`src/rtl/vga_sync_rx_if.sv`:
```
// vga_sync_rx_if: sync inputs and recovered timing outputs of vga_sync_rx.
// Macro VGA_SYNC_RX_ERRCNT_EN adds the err_count signal.
interface vga_sync_rx_if;
   logic        tick;
   logic        h_sync;
   logic        v_sync;
   logic [9:0]  pixel_x;
   logic [9:0]  pixel_y;
   logic        video_on;
   logic        locked;
   logic        frame_start;
   logic        sync_err;
`ifdef VGA_SYNC_RX_ERRCNT_EN
   logic [15:0] err_count;

   modport master (
      output tick, h_sync, v_sync,
      input  pixel_x, pixel_y, video_on, locked,
      input  frame_start, sync_err, err_count
   );

   modport slave (
      input  tick, h_sync, v_sync,
      output pixel_x, pixel_y, video_on, locked,
      output frame_start, sync_err, err_count
   );
`else
   modport master (
      output tick, h_sync, v_sync,
      input  pixel_x, pixel_y, video_on, locked,
      input  frame_start, sync_err
   );

   modport slave (
      input  tick, h_sync, v_sync,
      output pixel_x, pixel_y, video_on, locked,
      output frame_start, sync_err
   );
`endif
endinterface

```
`src/rtl/vga_sync_rx.sv`:
```
// vga_sync_rx: locks a local h/v counter pair onto incoming h/v sync.
// Macro VGA_SYNC_RX_ERRCNT_EN adds a saturating sync error counter.
module vga_sync_rx #(
   parameter int H_DISPLAY  = 640,
   parameter int H_FRONT    = 16,
   parameter int H_SYNC     = 96,
   parameter int H_BACK     = 48,
   parameter int V_DISPLAY  = 480,
   parameter int V_FRONT    = 10,
   parameter int V_SYNC     = 2,
   parameter int V_BACK     = 33,
   parameter int LOCK_LINES = 4,
   parameter int MISS_MAX   = 3
) (
   input  logic         clk,
   input  logic         rst_n,
   vga_sync_rx_if.slave bus
);
   localparam int H_TOTAL = H_DISPLAY + H_FRONT + H_SYNC + H_BACK;
   localparam int V_TOTAL = V_DISPLAY + V_FRONT + V_SYNC + V_BACK;

   localparam logic [9:0] H_LAST = 10'(H_TOTAL - 1);
   localparam logic [9:0] H_SS_C = 10'(H_DISPLAY + H_FRONT);
   localparam logic [9:0] H_VIS  = 10'(H_DISPLAY);
   localparam logic [9:0] V_LAST = 10'(V_TOTAL - 1);
   localparam logic [9:0] V_SS_C = 10'(V_DISPLAY + V_FRONT);
   localparam logic [9:0] V_VIS  = 10'(V_DISPLAY);
   localparam logic [3:0] LOCK_C = 4'(LOCK_LINES);
   localparam logic [3:0] MISS_C = 4'(MISS_MAX);

   typedef enum logic [1:0] {
      SEARCH    = 2'd0,
      H_ALIGNED = 2'd1,
      LOCKED    = 2'd2
   } state_t;

   state_t     state_q, state_n;
   logic [9:0] h_cnt, v_cnt;
   logic [9:0] h_cnt_n, v_cnt_n;
   logic [3:0] match_q, match_n;
   logic [3:0] miss_q, miss_n;
   logic       hs_d, vs_d;
   logic       sync_err_q, sync_err_n;
   logic       frame_q, frame_n;

   logic       h_wrap;
   logic [9:0] h_free, v_free;
   logic       h_edge, v_edge;
   logic       h_exp, v_exp;
   logic       h_err, v_err;

   assign h_wrap = (h_cnt == H_LAST);
   assign h_free = h_wrap ? 10'd0 : h_cnt + 10'd1;
   assign v_free = !h_wrap ? v_cnt :
                   (v_cnt == V_LAST) ? 10'd0 : v_cnt + 10'd1;

   assign h_edge = bus.tick & bus.h_sync & ~hs_d;
   assign v_edge = bus.tick & bus.v_sync & ~vs_d;
   assign h_exp  = bus.tick & (h_free == H_SS_C);
   assign v_exp  = bus.tick & h_wrap & (v_free == V_SS_C);
   assign h_err  = h_edge ^ h_exp;
   assign v_err  = v_edge ^ v_exp;

   // next-state, counter reload and pulse decisions for one tick
   always_comb begin
      state_n    = state_q;
      match_n    = match_q;
      miss_n     = miss_q;
      h_cnt_n    = bus.tick ? h_free : h_cnt;
      v_cnt_n    = bus.tick ? v_free : v_cnt;
      sync_err_n = 1'b0;
      frame_n    = 1'b0;
      unique case (state_q)
         SEARCH: begin
            if (h_edge) begin
               h_cnt_n = H_SS_C;
               match_n = h_exp ? match_q + 4'd1 : 4'd1;
               if (match_n == LOCK_C)
                  state_n = H_ALIGNED;
            end
         end
         H_ALIGNED: begin
            if (h_err) begin
               state_n    = SEARCH;
               match_n    = 4'd0;
               sync_err_n = 1'b1;
            end else if (v_edge) begin
               v_cnt_n = V_SS_C;
               miss_n  = 4'd0;
               state_n = LOCKED;
            end
         end
         LOCKED: begin
            frame_n = bus.tick & h_wrap & (v_cnt == V_LAST);
            if (h_err | v_err) begin
               sync_err_n = 1'b1;
               miss_n     = miss_q + 4'd1;
               if (miss_q + 4'd1 == MISS_C) begin
                  state_n = SEARCH;
                  match_n = 4'd0;
                  miss_n  = 4'd0;
               end
            end else if (h_edge) begin
               miss_n = 4'd0;
            end
         end
         default: begin
            state_n = SEARCH;
            match_n = 4'd0;
            miss_n  = 4'd0;
         end
      endcase
   end

   // state, counters, edge history and pulse registers
   always_ff @(posedge clk or negedge rst_n) begin
      if (!rst_n) begin
         state_q    <= SEARCH;
         h_cnt      <= '0;
         v_cnt      <= '0;
         match_q    <= '0;
         miss_q     <= '0;
         hs_d       <= 1'b0;
         vs_d       <= 1'b0;
         sync_err_q <= 1'b0;
         frame_q    <= 1'b0;
      end else begin
         state_q    <= state_n;
         h_cnt      <= h_cnt_n;
         v_cnt      <= v_cnt_n;
         match_q    <= match_n;
         miss_q     <= miss_n;
         sync_err_q <= sync_err_n;
         frame_q    <= frame_n;
         if (bus.tick) begin
            hs_d <= bus.h_sync;
            vs_d <= bus.v_sync;
         end
      end
   end

   assign bus.pixel_x     = h_cnt;
   assign bus.pixel_y     = v_cnt;
   assign bus.locked      = (state_q == LOCKED);
   assign bus.video_on    = (state_q == LOCKED) &
                            (h_cnt < H_VIS) & (v_cnt < V_VIS);
   assign bus.frame_start = frame_q;
   assign bus.sync_err    = sync_err_q;

`ifdef VGA_SYNC_RX_ERRCNT_EN
   logic [15:0] err_cnt_q;

   // saturating tally of sync errors since reset
   always_ff @(posedge clk or negedge rst_n) begin
      if (!rst_n)
         err_cnt_q <= '0;
      else if (sync_err_n && err_cnt_q != 16'hFFFF)
         err_cnt_q <= err_cnt_q + 16'd1;
   end

   assign bus.err_count = err_cnt_q;
`endif
endmodule

```
`src/flat_wrapper.sv`:
```
// flat-port wrapper written by rule: the top's interface ports become plain ports
module vga_sync_rx_flat 
#(
   parameter int H_DISPLAY  = 640,
   parameter int H_FRONT    = 16,
   parameter int H_SYNC     = 96,
   parameter int H_BACK     = 48,
   parameter int V_DISPLAY  = 480,
   parameter int V_FRONT    = 10,
   parameter int V_SYNC     = 2,
   parameter int V_BACK     = 33,
   parameter int LOCK_LINES = 4,
   parameter int MISS_MAX   = 3
)
  (clk, rst_n, bus_tick, bus_h_sync, bus_v_sync, bus_pixel_x, bus_pixel_y, bus_video_on, bus_locked, bus_frame_start, bus_sync_err);
  vga_sync_rx_if bus_i ();
  input  logic clk;
  input  logic rst_n;
  input wire logic [$bits(bus_i.tick)-1:0] bus_tick;
  input wire logic [$bits(bus_i.h_sync)-1:0] bus_h_sync;
  input wire logic [$bits(bus_i.v_sync)-1:0] bus_v_sync;
  output wire logic [$bits(bus_i.pixel_x)-1:0] bus_pixel_x;
  output wire logic [$bits(bus_i.pixel_y)-1:0] bus_pixel_y;
  output wire logic [$bits(bus_i.video_on)-1:0] bus_video_on;
  output wire logic [$bits(bus_i.locked)-1:0] bus_locked;
  output wire logic [$bits(bus_i.frame_start)-1:0] bus_frame_start;
  output wire logic [$bits(bus_i.sync_err)-1:0] bus_sync_err;
  assign bus_i.tick = bus_tick;
  assign bus_i.h_sync = bus_h_sync;
  assign bus_i.v_sync = bus_v_sync;
  assign bus_pixel_x = bus_i.pixel_x;
  assign bus_pixel_y = bus_i.pixel_y;
  assign bus_video_on = bus_i.video_on;
  assign bus_locked = bus_i.locked;
  assign bus_frame_start = bus_i.frame_start;
  assign bus_sync_err = bus_i.sync_err;
  vga_sync_rx #(.H_DISPLAY(H_DISPLAY), .H_FRONT(H_FRONT), .H_SYNC(H_SYNC), .H_BACK(H_BACK), .V_DISPLAY(V_DISPLAY), .V_FRONT(V_FRONT), .V_SYNC(V_SYNC), .V_BACK(V_BACK), .LOCK_LINES(LOCK_LINES), .MISS_MAX(MISS_MAX)) u_core (.clk(clk), .rst_n(rst_n), .bus(bus_i));
endmodule
```
`config.mk`:
```
export PLATFORM = sky130hd
export DESIGN_NAME = vga_sync_rx_flat
export DESIGN_NICKNAME = d
export VERILOG_FILES = /design/src/rtl/vga_sync_rx_if.sv /design/src/rtl/vga_sync_rx.sv /design/src/flat_wrapper.sv
export SDC_FILE = /design/constraint.sdc
export NUM_CORES = 1
export LEC_CHECK = 0
export ABC_AREA = 1
export CAP_MARGIN = 20
export CORE_UTILIZATION = 50
export DETAILED_ROUTE_END_ITERATION = 10
export PLACE_DENSITY = 0.74
export SYNTH_ARGS = -nofsm -noshare
export SYNTH_HDL_FRONTEND = slang
export SYNTH_SLANG_ARGS = --single-unit
```
`constraint.sdc`:
```
create_clock -name clk -period 2.4 [get_ports clk]
set_input_delay 0.6 -clock clk [delete_from_list [all_inputs] [get_ports clk]]
set_output_delay 0.6 -clock clk [all_outputs]
set_load 0.05 [all_outputs]
```
==> results.md <==
* Min Tclk post-route at 2.32 ns
* Cells after synthesis at 366
* # IOs at 29
* Synth Warn # at 0
* Post-Syn Nets at 381
* Worst-path clk slew at 0.07 ns
* Max clock buf depth at 2
* Largest net degree at the start of global routing at 35
* HP Class: flop to flop
* Starting Density at 0.529
* Core area at 0.00482 sq mm
* CTS tree: done
* Root Buffer: clkbuf_8
* Final hold vios at 0
* Final net count at 443
* CP endpoint kind: flop
* Slew @ Worst Pin at 0.516 ns
* Pre-CTS setup slack at -0.113 ns
* Share of layout cells above drive strength 1 at 0.291
* Seq/Total Area, Yosys at 0.334
* MaxCap Viol Count at 0
* Setup Viol. Count Final at 0
* R2r endpoint: u_core.miss_q[0]
* Cell variety after synth at 35
* Pleak at 1.72 nW
* Rel. slew slack at 0.656
* Most frequent cells in the layout: nand2_1, inv_1, buf_4
* First-pass GRT wire length at 10100 um
* Final Core Density at 0.728
* WP data required at 2.63 ns
* RSZ-0062 raised after global routing: yes
* Register Area at 863 sq um
* Pins Over Slew Limit at 0
* Endpoint, Worst Hold: u_core.vs_d
* CP Class: flop to flop
* Die X at 73.4 um
* Total CTS buffers at 5
* DR iter-0 viols at 184
* Area grow syn2layout at 37.5%
* Routed WL per cell at 13.3 um
* Synthesized flop and latch total at 34
* Status: complete, no violations
* Cell row count at 25
* Syn avg cell area at 6.96 sq um
* FF-to-FF path depth at 18
* FMAX at 431 MHz
* Initial antenna violation count at 0
* Clock sink count at 34
* Critical R2R Launch: u_core.bus.pixel_y[1]
* Final cycle utilization of the critical path at 0.966
* Final clock skew at 0.00930 ns
* Crit Path Max Fanout at 6
* CP Cell Sequence: inv_2 -> ha_4 -> inv_2 -> nor2_1 -> nand4_1 -> nand3_2 -> nand2_2 -> nor2_4 -> nand2_2 -> nor2_4 -> nand2_1 -> nand2_2 -> nand2_2 -> nor2_4 -> nand3_2 -> nand2_2 -> nand2_1 -> nand2_1
* Diodes inserted at 0
* Synth top area share at 0.334
* Commonest non-fill, non-tap cell in the layout: nand2_1
* Slowest cell on the critical path: dfrtp_2
* Worst-Skew Late Latency at 0.29 ns
* # fillers at 402
* Area leader, netlist: dfrtp_1
* Total power divided by cell area at 627 mW/mm^2
* GRT Total Usage at 0.241
* Die span in y at 73.4 um
* Area of the multi-input gates at 0.00171 sq mm
* Syn Std Cell Area at 0.00255 sq mm
* Vias in the first global route at 2339
* WP data arrival at 2.55 ns
* Wirelength, routed at 6580 um
* # DRC at 0
* Vias per Instance at 5.23
* Worst VDD drop at 592 uV
* IO buf count at 28
* Setup slack, reg-to-reg at 0.08 ns
* Hpwl dp at 4280 um
* Final ANT Viol Nets at 0
* DR vias at 2596
* GP Congestion at 0.890
* Most frequent CP cell: nand2_2
* Die area at 0.00539 sq mm
* Post-route worst setup slack at 0.0805 ns
* 1st-pass router iterations at 4
* GRT overflow at 0
* Hold-critical path depth at 2
* Synth top area cells: dfrtp_1, nand2_1, inv_1
* CP startpoint kind: flop
* Crit-path max cell delay at 0.47 ns
* Hold Startpoint: u_core.vs_d
* H-tree Lvls at 2
==> worst max path at each step <==
stage                          start                end  slack (ns)  cells after the start
3_5_place_dp                bus_tick  u_core.match_q[2]       -0.11                     14
6_report       u_core.bus.pixel_y[1]   u_core.miss_q[0]        0.08                     18
3_3_place_gp                bus_tick  u_core.match_q[3]       -0.07                     13
5_1_grt        u_core.bus.pixel_y[1]   u_core.miss_q[2]       -0.08                     18
4_1_cts        u_core.bus.pixel_x[1]  u_core.match_q[2]        0.02                     16
2_1_floorplan  u_core.bus.pixel_x[0]  u_core.match_q[0]        0.02                     15
==> stage by stage <==
| step | setup TNS, ns | cells | hold WS (ns) | area (sq um) | total power (W) |
|---|---|---|---|---|---|
| floorplan | 0 | 366 | 0.304 | 2570 | 0.00126 |
| global placement | -0.815 | 473 | 0.457 | 3050 | 0.00151 |
| detailed placement | -1.50 | 473 | 0.464 | 3050 | 0.00152 |
| CTS | 0 | 481 | 0.482 | 3170 | 0.00208 |
| global route | -0.483 | 496 | 0.529 | 3500 | 0.00231 |
| finish | 0 | 496 | 0.481 | 3500 | 0.00220 |
==> power breakdown <==
part / internal, W / total (W) / switching [W]
Sequential: 0.000642 / 0.000755 / 0.000113
Combinational: 0.000323 / 0.000882 / 0.000559
Clock: 0.000339 / 0.000559 / 0.000220
Total: 0.00130 / 0.00220 / 0.000892
==> layout make-up <==
class                   count  area share
inverters                  53      0.0568
flip-flops and latches     34       0.246
well taps                  67      0.0239
repair buffers             61       0.153
clock inverters             1     0.00857
clock buffers               7      0.0246
multi-input cells         273       0.487
==> registers in the layout, summed over array words and instances, names as in the netlist <==
signal                  count
u_core.miss_q               4
u_core.hs_d                 1
u_core.bus.pixel_y         10
u_core.bus.sync_err         1
u_core.bus.frame_start      1
u_core.vs_d                 1
u_core.bus.pixel_x         10
u_core.state_q              2
u_core.match_q              4
==> Yosys cell counts <==
library cell,count
buf_2,1
nand4_1,15
nor2_2,5
o21bai_1,2
o211ai_1,7
nor3_2,1
nand3b_1,2
buf_8,1
nand3_1,29
dfrtp_1,34
a21boi_0,1
o21ai_1,1
nor2_8,1
nand2_2,7
inv_2,1
ha_1,10
and3_1,1
nand2_1,106
nor3_1,4
clkbuf_1,5
nand3_2,7
nor2_1,36
o21ai_0,12
nor2_4,3
o22ai_1,1
o21ai_2,1
inv_1,52
a21oi_1,8
nand4_4,1
nor4_1,1
xor2_1,3
xnor2_1,3
nand2_4,1
a21oi_2,1
o221ai_1,2
==> critical path, delay by kind of cell, from the launching register on <==
family                     cells  cell delay [ns]
adders and majority gates      1             0.14
DFF                            1             0.47
and+or+nand+nor               15             1.50
buffers and inverters          2             0.13
==> routing by layer <==
metal  wire [um]  vias up  part of all wire  track usage
li1            -     1305                 -            -
met1        2980     1221              0.45        0.297
met2        3240       57              0.49        0.426
met3         216       13             0.033       0.0425
met4         142        0             0.022       0.0791
met5           0        -                 0            0
==> cells by family after synthesis <==
group,synth area share
and+or+nand+nor,0.416
buffers and inverters,0.0933
AOI/OAI and AO/OA,0.0869
DFF,0.334
adders and majority gates,0.0491
xor gates and xnor gates,0.0206
==> timing repair <==
action	CTS	global route
setup buffers	0	14
endpoints found under the setup margin	0	21
hold buffers	0	0
resized for setup	0	63
(Power assumes the default switching activity.)
